$ cat src/rtl/multi_debouncer.sv
// ============================================================================
// multi_debouncer
//
// Purpose:
//   Synchronises and debounces CHANNELS raw button/switch inputs. Each channel
//   provides a debounced level or latched toggle output, one-cycle press and
//   release pulses, and long-press detection. Intended to sit between board
//   I/O pins and the CPU control/step logic in place of per-button debouncers.
//
// Parameters:
//   CHANNELS        number of independent channels (>= 1)
//   CNT_WIDTH       width of each debounce counter
//   DEBOUNCE_LIMIT  stable synchronised samples needed to accept a change
//                   (0 accepts on the edge after the sample register updates)
//   LONG_WIDTH      width of each hold counter
//   LONG_LIMIT      cycles the clean level must stay high for a long press (>= 1)
//
// Ports:
//   i_clk          system clock, all state on posedge
//   i_rst          asynchronous active-high reset, clears every flop
//   i_btn_in       raw asynchronous button inputs
//   i_toggle_en    per-channel mode: 0 = level, 1 = toggle/latch
//   o_btn_out      debounced level or latched toggle state per channel
//   o_rise_pulse   one-cycle pulse on an accepted press
//   o_fall_pulse   one-cycle pulse on an accepted release
//   o_long_pulse   one-cycle pulse when a hold reaches LONG_LIMIT
//   o_long_held    high while the hold counter sits at LONG_LIMIT
//   o_any_change   OR of every rise and fall pulse
// ============================================================================
module multi_debouncer #(
    parameter int                    CHANNELS       = 4,
    parameter int                    CNT_WIDTH      = 20,
    parameter logic [CNT_WIDTH-1:0]  DEBOUNCE_LIMIT = 20'hFFFFF,
    parameter int                    LONG_WIDTH     = 24,
    parameter logic [LONG_WIDTH-1:0] LONG_LIMIT     = 24'hFFFFFF
) (
    input  logic                i_clk,
    input  logic                i_rst,
    input  logic [CHANNELS-1:0] i_btn_in,
    input  logic [CHANNELS-1:0] i_toggle_en,
    output logic [CHANNELS-1:0] o_btn_out,
    output logic [CHANNELS-1:0] o_rise_pulse,
    output logic [CHANNELS-1:0] o_fall_pulse,
    output logic [CHANNELS-1:0] o_long_pulse,
    output logic [CHANNELS-1:0] o_long_held,
    output logic                o_any_change
);

    // The long pulse is raised on the edge where the hold counter moves from
    // LONG_LIMIT-1 to LONG_LIMIT, so compare against the value one below.
    localparam logic [LONG_WIDTH-1:0] LONG_PRE = LONG_LIMIT - 1'b1;

    for (genvar gi = 0; gi < CHANNELS; gi++) begin : g_chan
        logic                  r_sync1;
        logic                  r_sync2;
        logic                  r_prev;
        logic                  r_clean;
        logic                  r_rise;
        logic                  r_fall;
        logic                  r_toggle;
        logic                  r_long;
        logic [CNT_WIDTH-1:0]  r_cnt;
        logic [LONG_WIDTH-1:0] r_hold;
        logic                  w_stable;
        logic                  w_accept;
        logic                  w_clean_next;

        // A change is accepted once the synchronised sample has matched the
        // remembered sample for DEBOUNCE_LIMIT counts and still differs from
        // the clean level. w_clean_next is the clean level after this edge and
        // lets the hold counter react on the same edge as the release.
        assign w_stable     = (r_sync2 == r_prev);
        assign w_accept     = w_stable && (r_cnt == DEBOUNCE_LIMIT) && (r_clean != r_prev);
        assign w_clean_next = w_accept ? r_prev : r_clean;

        // Two-flop synchroniser for the raw, asynchronous pin.
        always_ff @(posedge i_clk or posedge i_rst) begin
            if (i_rst) begin
                r_sync1 <= 1'b0;
                r_sync2 <= 1'b0;
            end else begin
                r_sync1 <= i_btn_in[gi];
                r_sync2 <= r_sync1;
            end
        end

        // Debounce core: any bounce restarts the stability count; the count
        // saturates at the limit so a long-stable input never wraps around.
        // Edge pulses and the toggle latch update on the accepting edge.
        always_ff @(posedge i_clk or posedge i_rst) begin
            if (i_rst) begin
                r_prev   <= 1'b0;
                r_cnt    <= '0;
                r_clean  <= 1'b0;
                r_rise   <= 1'b0;
                r_fall   <= 1'b0;
                r_toggle <= 1'b0;
            end else begin
                if (!w_stable) begin
                    r_prev <= r_sync2;
                    r_cnt  <= '0;
                end else if (r_cnt < DEBOUNCE_LIMIT) begin
                    r_cnt <= r_cnt + 1'b1;
                end
                r_clean  <= w_clean_next;
                r_rise   <= w_accept && r_prev;
                r_fall   <= w_accept && !r_prev;
                r_toggle <= r_toggle ^ (w_accept && r_prev);
            end
        end

        // Hold counter: counts only while the clean level was already high,
        // so the press edge itself is not counted, and clears on the very
        // edge a release is accepted so long_held drops with fall_pulse.
        always_ff @(posedge i_clk or posedge i_rst) begin
            if (i_rst) begin
                r_hold <= '0;
                r_long <= 1'b0;
            end else begin
                if (!w_clean_next) begin
                    r_hold <= '0;
                end else if (r_clean && (r_hold < LONG_LIMIT)) begin
                    r_hold <= r_hold + 1'b1;
                end
                r_long <= w_clean_next && r_clean && (r_hold == LONG_PRE);
            end
        end

        assign o_btn_out[gi]    = i_toggle_en[gi] ? r_toggle : r_clean;
        assign o_rise_pulse[gi] = r_rise;
        assign o_fall_pulse[gi] = r_fall;
        assign o_long_pulse[gi] = r_long;
        assign o_long_held[gi]  = (r_hold == LONG_LIMIT);
    end

    assign o_any_change = |{o_rise_pulse, o_fall_pulse};

endmodule

$ cat config.mk
export PLATFORM = sky130hd
export DESIGN_NAME = multi_debouncer
export DESIGN_NICKNAME = d
export VERILOG_FILES = /design/src/rtl/multi_debouncer.sv
export SDC_FILE = /design/constraint.sdc
export NUM_CORES = 1
export LEC_CHECK = 0
export CORE_UTILIZATION = 45
export DETAILED_ROUTE_END_ITERATION = 12
export DONT_BUFFER_PORTS = 1
export PLACE_DENSITY = 0.73
export SYNTH_ARGS = -nofsm -noshare
export SYNTH_HDL_FRONTEND = slang
export SYNTH_SLANG_ARGS = --single-unit
$ cat constraint.sdc
create_clock -name i_clk -period 5.2 [get_ports i_clk]
set_input_delay 0 -clock i_clk [delete_from_list [all_inputs] [get_ports i_clk]]
set_output_delay 0 -clock i_clk [all_outputs]
set_load 0.01 [all_outputs]
==> flow_metrics.tcl, run 1 <==
set metrics [dict create \
    status "complete, no violations" \
    p_sw_share_pct 22.2 \
    fmax_mhz 326 \
    crit_path_end_kind "flop" \
    ff2ff_path_depth 5 \
    synth_edf_count 0 \
    cts_tree "built" \
    min_from "i_btn_in[3]" \
    die-width_um 158 \
    grt_use_total_pct 18.4 \
    pre_cts_ws_ps 2170 \
    avgSynthCellArea_um2 9.42 \
    min_delay_path_depth 1 \
    area_growth_pct 9.38 \
    peakVddDrop_uv 189 \
    clock-sinks 208 \
    ant_nets 0 \
    seqPwrFrac_pct 48.9 \
    synth_top_flop_cell "dfrtp_1" \
    post-route-util_pct 50.5 \
    numPortBuffers 0 \
    fin_tns_setup_ps 0 \
    critical_path.startpoint "g_chan[3].r_prev$_DFFE_PP0N_" \
    final_common_cell "dfrtp_1" \
    crit_slowest_cell "mux2i_4" \
    antenna_found_initial 0 \
    syn_inst 1162 \
    start_kind "flop" \
    drive_above_1_share_pct 6.48 \
    via_per_inst 5.72 \
    nFillCells 2217 \
    final_cell_mix "dfrtp_1 (208), nor2_1 (159), nand2_1 (79), xnor2_1 (65), nand4_1 (64)" \
    p_sw_uw 752 \
    clock_latency_ps 510 \
    htreeDepth 1 \
    cp_cell_sequence "xnor2_1 > nand4_1 > or3_1 > mux2i_4 > nor3_1" \
    grt_first_pass_wirelength_mm 38.2 \
    path_class "reg2reg" \
    start_util_pct 46.2 \
    crit_path_max_fanout 26 \
    dp_hpwl_mm 14.5 \
    period_needed_ps 3070 \
    cap_violations 0 \
    cts_buffers 23 \
    die_h_um 158 \
    wl_per_cell_um 15.0 \
    drt_first_pass_iters 5 \
    synth_top_cell_by_area "dfrtp_1" \
    yosys_warnings 0 \
    grt_max_degree 130 \
    fin_ws_ps 2130 \
    final_max_slew_viol_count 0 \
    clock_path_buffers 3 \
    slew_headroom_pct 14.0 \
    first_iter_violations 593 \
    design.core.area_mm2 0.0237 \
    synth_seq_cells 208 \
    setup_viol 0 \
    p_int_uw 2640 \
    required_ps 5560 \
    share_comb_of_total_power_pct 3.1 \
    reg2reg_from "g_chan[3].r_prev$_DFFE_PP0N_" \
    clockRootBuffer "clkbuf_16" \
    n_antenna_cell 0 \
    hold_violations 0 \
    num_io_pins 31 \
    seq_area_frac_synth_pct 47.6 \
    grt_pass1_vias 7957 \
    async_reset_ff_share_pct 100 \
    arrival_ps 3420 \
    drt-total-wl_mm 22.2 \
    pwr-share-clk_pct 48.0 \
    drc 0 \
    leakage_uw 0.00463 \
    skew_ps 13.1 \
    rows 56 \
    hp-class "in2reg" \
    final_nets 1163 \
    tightestPinTransition_ps 1280 \
    ys_top_cells_by_area "dfrtp_1 (48%), nor2_1 (5.5%), xnor2_1 (5.2%)" \
    path_clk_slew_ps 60 \
    syn-cell-area_mm2 0.0109 \
    grt-ovfl-total 0 \
    netlist.area_leader.share_pct 47.6 \
    critPathMaxStageDelay_ps 680 \
    dieArea_mm2 0.0249 \
    p_per_area_mw_per_mm2 283 \
    vias 8448 \
    min_period_over_period_pct 59.0 \
    synth.distinct_cells 67 \
    rsz0062_at_grt "false" \
    gp_congestion 0.843 \
    synth_nets 1184 \
]
## power groups by stage
stage / Combinational (uW) / Clock [uW] / Sequential [uW]
after global routing: 122 / 1740 / 1660
after detailed placement: 104 / 0 / 1690
after floorplan: 78.2 / 0 / 1680
after CTS: 108 / 1680 / 1660
final: 105 / 1630 / 1660
after global placement: 103 / 0 / 1690
## through the flow
step	total power (uW)	area [um^2]	hold WS (ps)	cells
after detailed placement	1790	11100	-90.8	1429
after floorplan	1760	10900	31.4	1162
after global placement	1790	11100	-92.7	1429
after global routing	3520	12000	20.7	1477
after CTS	3450	12000	14.1	1477
final	3390	12000	41.3	1477
## critical path: cells and delay by family, from the launching register on
| family | cells | cell delay [ps] |
|---|---|---|
| xor gates and xnor gates | 1 | 540 |
| DFF | 1 | 450 |
| muxes | 1 | 680 |
| and+or+nand+nor | 3 | 1230 |
## metal layers
layer	global-route usage, %	routed length, um
met5	0	0
met4	4.67	335
met3	2.98	890
met2	29.5	10200
met1	26.0	10700
## area by class of cell
class,instances,area [um^2],share of cell area (%)
inverters,29,113,0.941
multi-input cells,863,5340,44.6
clock inverters,13,124,1.03
flip-flops and latches,208,5200,43.5
clock buffers,29,638,5.33
well taps,319,399,3.33
repair buffers,16,148,1.23
## state kept, by name (all words and copies together) (netlist names)
| signal | cells |
|---|---|
| g_chan.r_rise | 4 |
| g_chan.r_prev | 4 |
| g_chan.r_long | 4 |
| g_chan.r_hold | 96 |
| g_chan.r_toggle | 4 |
| g_chan.r_sync2 | 4 |
| g_chan.r_clean | 4 |
| g_chan.r_sync1 | 4 |
| g_chan.r_fall | 4 |
| g_chan.r_cnt | 80 |
## cell usage after synthesis, types with 8 or more instances
master	count
o2111ai_1	8
ha_1	12
nor4_1	19
buf_4	16
xor2_1	56
or4_1	15
a31oi_1	14
and4_1	22
xnor2_1	65
inv_1	27
a2111oi_0	9
or3_1	22
a211oi_1	23
nor2_1	159
nor3_1	38
nand3_1	54
o21ai_0	27
o31ai_1	13
and3_1	29
dfrtp_1	208
o211ai_1	11
nand2_1	79
clkbuf_1	40
nand4_1	64
a21oi_1	53
## final timing paths
kind	endpoint	slack [ps]
max in group asynchronous	g_chan[2].r_hold[4]$_DFFE_PP0P_	3980
setup / recovery	g_chan[3].r_long$_DFF_PP0_	2130
setup reg to reg	g_chan[3].r_long$_DFF_PP0_	2130
min in group asynchronous	g_chan[1].r_rise$_DFF_PP0_	190
hold / removal	g_chan[3].r_sync1$_DFF_PP0_	40
hold reg to reg	g_chan[1].r_sync2$_DFF_PP0_	350
## logic make-up (layout without fill, tap and decap cells)
group | after synthesis | after routing | synth area share (%)
compound gates | 189 | 189 | 11.6
mux | 6 | 6 | 0.709
simple gates | 535 | 535 | 25.3
fa+ha+maj | 12 | 12 | 1.37
flops | 208 | 208 | 47.6
xor+xnor | 121 | 121 | 9.68
buf+inv | 91 | 87 | 3.73
## timing repair
action,CTS,global route
buffers inserted,0,0
endpoints found under the hold margin,150,0
hold buffers,6,0
resized for setup,0,0
Note: power is estimated with default switching activity, not from simulation.
==> inputs of run 2 (changes only) <==
Settings changed: ABC_AREA from default to 1.
Clock period 5.2 ns to 2.5 ns, I/O delays scaled along.
==> run 2 against run 1 <==
Sequential power grew 110%. Clock power up 120%. Register-to-register slack worse by 1800 ps. Largest power group is now the clock network. Combinational power grew 130%. Non-clock buffer count increased by 1. Largest cell class unchanged. Utilization is 0.54 points lower. Cell count grew 53%. Critical path type unchanged. Routed wire length grew 28%. Design area rose by 17%. Via count rose by 35%.
==> flow_metrics.tcl, run 2 <==
set metrics [dict create \
    rows 61 \
    cp_cell_sequence "ha_1 > inv_1 > nor2_2 > nand2_2 > nor2_4 > nand2_2 > nand2_4 > inv_2 > nand3_1 > nand2_1" \
    biggestRegsByFlops "g_chan.r_hold x96, g_chan.r_cnt x80" \
    synth_seq_cells 208 \
    rsz0062_at_grt "false" \
    ys_top_cells_by_area "dfrtp_1 (41%), nand2_1 (17%), nor2_1 (9.8%)" \
    min_period_over_period_pct 88.2 \
    avgSynthCellArea_um2 6.84 \
    ff2ff_setup_slack_ps 300 \
    dieArea_mm2 0.0292 \
    path_clk_slew_ps 60 \
    netlist.area_leader.share_pct 40.6 \
    async_reset_ff_share_pct 100 \
    synth_edf_count 0 \
    cts_buffers 24 \
    drt-total-wl_mm 28.4 \
    required_ps 2920 \
    clock_latency_ps 530 \
    slew_headroom_pct 45.2 \
    antenna_found_initial 0 \
    worst_path_most_repeated_cell "nand2_2" \
    reg2reg_to "g_chan[3].r_hold[6]$_DFFE_PP0P_" \
    design.core.area_mm2 0.0279 \
    grt_pass1_vias 10600 \
    regMostFlops "g_chan.r_hold" \
    crit_path_end_kind "flop" \
    path_class "reg2reg" \
    setup_viol 0 \
    status "complete, no violations" \
    holdPathEnd "g_chan[3].r_sync1$_DFF_PP0_" \
    cap_violations 0 \
    hp-class "in2reg" \
    reg2reg_from "g_chan[3].r_hold[0]$_DFFE_PP0P_" \
    num_io_pins 31 \
    start_kind "flop" \
    final_nets 1888 \
    clockRootBuffer "clkbuf_16" \
    clock-sinks 208 \
    crit_slowest_cell "dfrtp_1" \
    synth.distinct_cells 39 \
    min_from "i_btn_in[3]" \
    peakVddDrop_uv 491 \
    synth_top_cell_by_area "dfrtp_1" \
    pre_cts_ws_ps 283 \
    numPortBuffers 0 \
    leakage_uw 0.00645 \
    via_per_inst 5.03 \
    final_common_cell "nand2_1" \
    drive_above_1_share_pct 7.22 \
    grt_use_total_pct 19.9 \
    grt_max_degree 44 \
    grt-ovfl-total 0 \
    hold_violations 0 \
    critPathMaxStageDelay_ps 450 \
    crit_buf_inv 2 \
    synth_nets 1897 \
    seq_area_frac_synth_pct 40.6 \
    min_delay_path_depth 1 \
    htreeDepth 1 \
    synth_top_flop_cell "dfrtp_1" \
    dp_hpwl_mm 20.7 \
    drc 0 \
    skew_ps 16.7 \
    final_max_slew_viol_count 0 \
    cts_setup_buffers 0 \
    power_uw 7320 \
    fin_ws_ps 296 \
    clock_path_buffers 3 \
    first_iter_violations 864 \
    fin_hold_ws_ps 30.5 \
    grt_first_pass_wirelength_mm 48.8 \
    ant_nets 0 \
    start_util_pct 45.9 \
    synth_most_common_cell "nand2_1" \
    vias 11400 \
    period_needed_ps 2200 \
    p_per_area_mw_per_mm2 524 \
    crit_path_max_fanout 17 \
    syn-cell-area_mm2 0.0128 \
    cts_tree "built" \
    fmax_mhz 454 \
    yosys_warnings 0 \
    cpLargestDelayFamily "simple AND/OR/NAND/NOR gates" \
    dp.cells 2213 \
    syn_inst 1875 \
    finalNonFillerCells 2262 \
    drt_first_pass_iters 5 \
    yosys-top-cells-count "nand2_1 (566), nor2_1 (335), dfrtp_1 (208), nand3_1 (208), inv_1 (200)" \
    die-width_um 171 \
    final_cell_mix "nand2_1 (566), nor2_1 (335), nand3_1 (208), dfrtp_1 (208), inv_1 (199)" \
    tightestPinTransition_ps 821 \
    die_h_um 171 \
    gp_congestion 0.937 \
    largest_reg_flops 96 \
    n_antenna_cell 0 \
    area_growth_pct 8.92 \
    ff2ff_path_depth 10 \
    wl_per_cell_um 12.6 \
    arrival_ps 2620 \
]
-- run 2: cell types whose count changed after synthesis, sizes merged, moves of 28 or more --
cell / change
nor2: +200
xnor2: -62
nand3: +156
nand2: +514
inv: +189
nand4: -35
a21oi: -28
-- run 2: cell type report --
cell class,instances,area [um^2]
clock buffer,39,748
sequential,208,5200
inverter,218,832
tap,378,473
fill,2801,14000
multi-input combinational,1397,6450
clock inverter,5,82.6
timing repair buffer,17,178
-- run 2: report_power, final --
part	internal, uW	switching, uW
clock	2240	1380
sequential	3410	46.8
combinational	67.9	170
-- run 2: worst max-delay path by stage --
| stage | start | end | slack [ps] | depth (start not counted) |
|---|---|---|---|---|
| floorplan | i_rst | g_chan[0].r_clean$_DFF_PP0_ | -200 | 1 |
| global placement | g_chan[3].r_hold[0]$_DFFE_PP0P_ | g_chan[3].r_hold[5]$_DFFE_PP0P_ | 300 | 10 |
| detailed placement | g_chan[3].r_hold[0]$_DFFE_PP0P_ | g_chan[3].r_hold[21]$_DFFE_PP0P_ | 280 | 10 |
| CTS | g_chan[3].r_hold[0]$_DFFE_PP0P_ | o_long_held[3] | 260 | 7 |
| global route | g_chan[3].r_hold[0]$_DFFE_PP0P_ | g_chan[3].r_hold[22]$_DFFE_PP0P_ | 70 | 10 |
| finish | g_chan[3].r_hold[0]$_DFFE_PP0P_ | g_chan[3].r_hold[6]$_DFFE_PP0P_ | 300 | 10 |
-- run 2: worst register-to-register path, cell delays in order, from the launching register on --
cell and delay, ps:
dfrtp_1 450, ha_1 250, inv_1 100, nor2_2 240
nand2_2 130, nor2_4 150, nand2_2 190, nand2_4 260
inv_2 160, nand3_1 110, nand2_1 70
-- run 2: logic make-up (layout without fill, tap and decap cells) --
group	count (synthesis)	in the layout	synth area share, %
compound gates	98	98	4.28
flops	208	208	40.6
xor+xnor	32	32	2.24
simple gates	1255	1255	42.6
buf+inv	270	279	9.12
fa+ha+maj	12	12	1.17
-- run 2: metrics by stage --
stage / TNS (ps) / utilization, % / area (um^2)
floorplan: -41650 / - / 12800
global placement: 0 / 46.8 / 13100
detailed placement: 0 / 46.8 / 13100
CTS: 0 / 50.0 / 14000
global route: 0 / 50.0 / 14000
finish: 0 / 50.0 / 14000
-- run 2: timing repair --
| action | 4_1_cts | 5_1_grt |
|---|---|---|
| gates resized for setup | 0 | 0 |
| hold endpoints to repair | 98 | 0 |
| hold buffers | 5 | 0 |
| endpoints found under the setup margin | 0 | 0 |
-- run 2: metal layers --
layer | vias up | GRT usage [%] | routed length (um)
li1 | 5862 | - | -
met1 | 5248 | 27.1 | 13700
met2 | 217 | 32.8 | 12800
met3 | 45 | 3.12 | 1310
met4 | 0 | 5.51 | 650
met5 | - | 0 | 0
==> inputs of run 3 (changes only) <==
Settings changed: CORE_UTILIZATION 45 to 60, CTS_BUF_LIST from default to sky130_fd_sc_hd__clkbuf_8, PLACE_DENSITY 0.73 to 0.9.
==> run 3 against run 2 <==
Clock power shrank 10%. Fmax increased by 2.9%. Non-clock buffer count down 5. Global-route usage up 7.0 points. Hold slack hardly changed. Via count grew 3.4%. Die area shrank 25%. Critical path depth fell by 3. Utilization is 15 points higher. Cell count is 4.0% lower. Critical path type is now reg2out. Largest power group is now registers.
==> flow_metrics.tcl, run 3 (same netlist as run 2, synthesis figures left out) <==
set metrics [dict create \
    final_nets 1895 \
    num_io_pins 31 \
    rows 53 \
    grt-ovfl-total 0 \
    crit_path_end_kind "output port" \
    final_common_cell "nand2_1" \
    crit_path_max_fanout 13 \
    clock-sinks 208 \
    power_uw 6950 \
    dp_hpwl_mm 20.2 \
    slew_headroom_pct 52.9 \
    arrival_ps 2140 \
    antenna_found_initial 0 \
    drt-total-wl_mm 28.5 \
    drive_above_1_share_pct 7.65 \
    postLayoutCellArea_mm2 0.0137 \
    min_from "i_btn_in[1]" \
    path_clk_slew_ps 60 \
    post-route-util_pct 65.4 \
    clockRootBuffer "clkbuf_8" \
    path_class "reg2out" \
    wl_per_cell_um 13.1 \
    die-width_um 148 \
    fmax_mhz 467 \
    min_delay_path_depth 1 \
    grt_use_total_pct 26.9 \
    final_cell_mix "nand2_1 (566), nor2_1 (335), inv_1 (209), nand3_1 (208), dfrtp_1 (208)" \
    period_needed_ps 2140 \
    holdPathEnd "g_chan[1].r_sync1$_DFF_PP0_" \
    cap_violations 0 \
    first_iter_violations 766 \
    start_kind "flop" \
    min_period_over_period_pct 85.7 \
    setup_viol 0 \
    clock_path_buffers 3 \
    leakage_uw 0.00646 \
    n_antenna_cell 0 \
    drc 0 \
    design.core.area_mm2 0.0210 \
    skew_ps 18.4 \
    die_h_um 148 \
    ff2ff_path_depth 10 \
    largest_reg_flops 96 \
    cts_resized 0 \
    numPortBuffers 0 \
    ant_nets 0 \
    hp-class "in2reg" \
    required_ps 2500 \
    cts_buffers 36 \
    cts_tree "built" \
    vias 11800 \
    grt_max_degree 105 \
    grt_pass1_vias 11100 \
    final_max_slew_viol_count 0 \
    biggestRegsByFlops "g_chan.r_hold x96, g_chan.r_cnt x80" \
    peakVddDrop_uv 420 \
    grt_first_pass_wirelength_mm 49.6 \
    area_growth_pct 6.92 \
    ff2ff_setup_slack_ps 390 \
    tightestPinTransition_ps 706 \
    reg2reg_from "g_chan[3].r_hold[0]$_DFFE_PP0P_" \
    status "complete, no violations" \
    rsz0062_at_grt "false" \
    p_per_area_mw_per_mm2 507 \
    reg2reg_to "g_chan[3].r_hold[18]$_DFFE_PP0P_" \
    regMostFlops "g_chan.r_hold" \
    dieArea_mm2 0.0220 \
    start_util_pct 61.2 \
    via_per_inst 5.41 \
    htreeDepth 2 \
    hold_violations 0 \
    drt_first_pass_iters 7 \
    clock_latency_ps 520 \
    gp_congestion 0.949 \
    placed_area_mm2 0.0129 \
    nFillCells 1812 \
]
[run 3: cell count changes in the layout (fill, tap and decap cells not counted)]
cell,delta
bufinv_16,+1
clkinv_2,+4
buf_4,-4
inv_1,+10
clkinvlp_4,-3
clkbuf_1,-7
buf_12,-1
clkbuf_8,+37
clkbuf_16,-25
[run 3: report_power, final]
| part | switching (uW) | internal [uW] | total [uW] |
|---|---|---|---|
| registers | 46.6 | 3410 | 3460 |
| clock network | 1370 | 1890 | 3260 |
| logic | 169 | 59.7 | 228 |
[run 3: area by class of cell]
type / count / area [um^2] / share of cell area (%)
multi-input combinational: 1397 / 6450 / 47.0
sequential: 208 / 5200 / 38.0
tap: 275 / 344 / 2.51
inverter: 218 / 832 / 6.07
clock inverter: 17 / 148 / 1.08
timing repair buffer: 12 / 128 / 0.931
clock buffer: 44 / 606 / 4.42
[run 3: worst max path at each step]
stage                               startpoint                          endpoint  slack (ps)
6_report       g_chan[3].r_hold[0]$_DFFE_PP0P_                    o_long_held[3]         360
3_3_place_gp   g_chan[3].r_hold[0]$_DFFE_PP0P_   g_chan[3].r_hold[5]$_DFFE_PP0P_         500
5_1_grt         g_chan[3].r_cnt[0]$_DFFE_PP0P_  g_chan[3].r_hold[18]$_DFFE_PP0P_         170
3_5_place_dp   g_chan[3].r_hold[0]$_DFFE_PP0P_  g_chan[3].r_hold[18]$_DFFE_PP0P_         400
4_1_cts        g_chan[3].r_hold[0]$_DFFE_PP0P_                    o_long_held[3]         330
2_1_floorplan                            i_rst       g_chan[0].r_clean$_DFF_PP0_        -200
[run 3: layer usage]
metal  track usage (%)  vias to the layer above  share of wire (%)
met1              34.4                     5410                 43
met5                 0                        -                  0
met4              11.9                        0                3.6
met2              45.3                      372                 48
li1                  -                     5890                  -
met3              3.90                       82                5.6
[run 3: repair_timing]
item	4_1_cts	5_1_grt
endpoints found under the hold margin	212	0
setup buffers	0	0
hold buffers	5	0
[run 3: worst max-delay path: stages (launching register included)]
cell and delay [ps]:
dfrtp_1 440, ha_1 240, inv_1 100, nor2_2 220, nand2_2 120, nor2_4 140
nand2_2 180, inv_1 200
[run 3: through the flow]
step	hold WS (ps)	setup TNS (ps)	cells	setup slack, ps
2_1_floorplan	31.4	-41650	1875	-200
3_3_place_gp	31.5	0	2105	496
3_5_place_dp	31.5	0	2105	401
4_1_cts	9.01	0	2171	327
5_1_grt	23.8	0	2171	169
6_report	30.7	0	2171	357
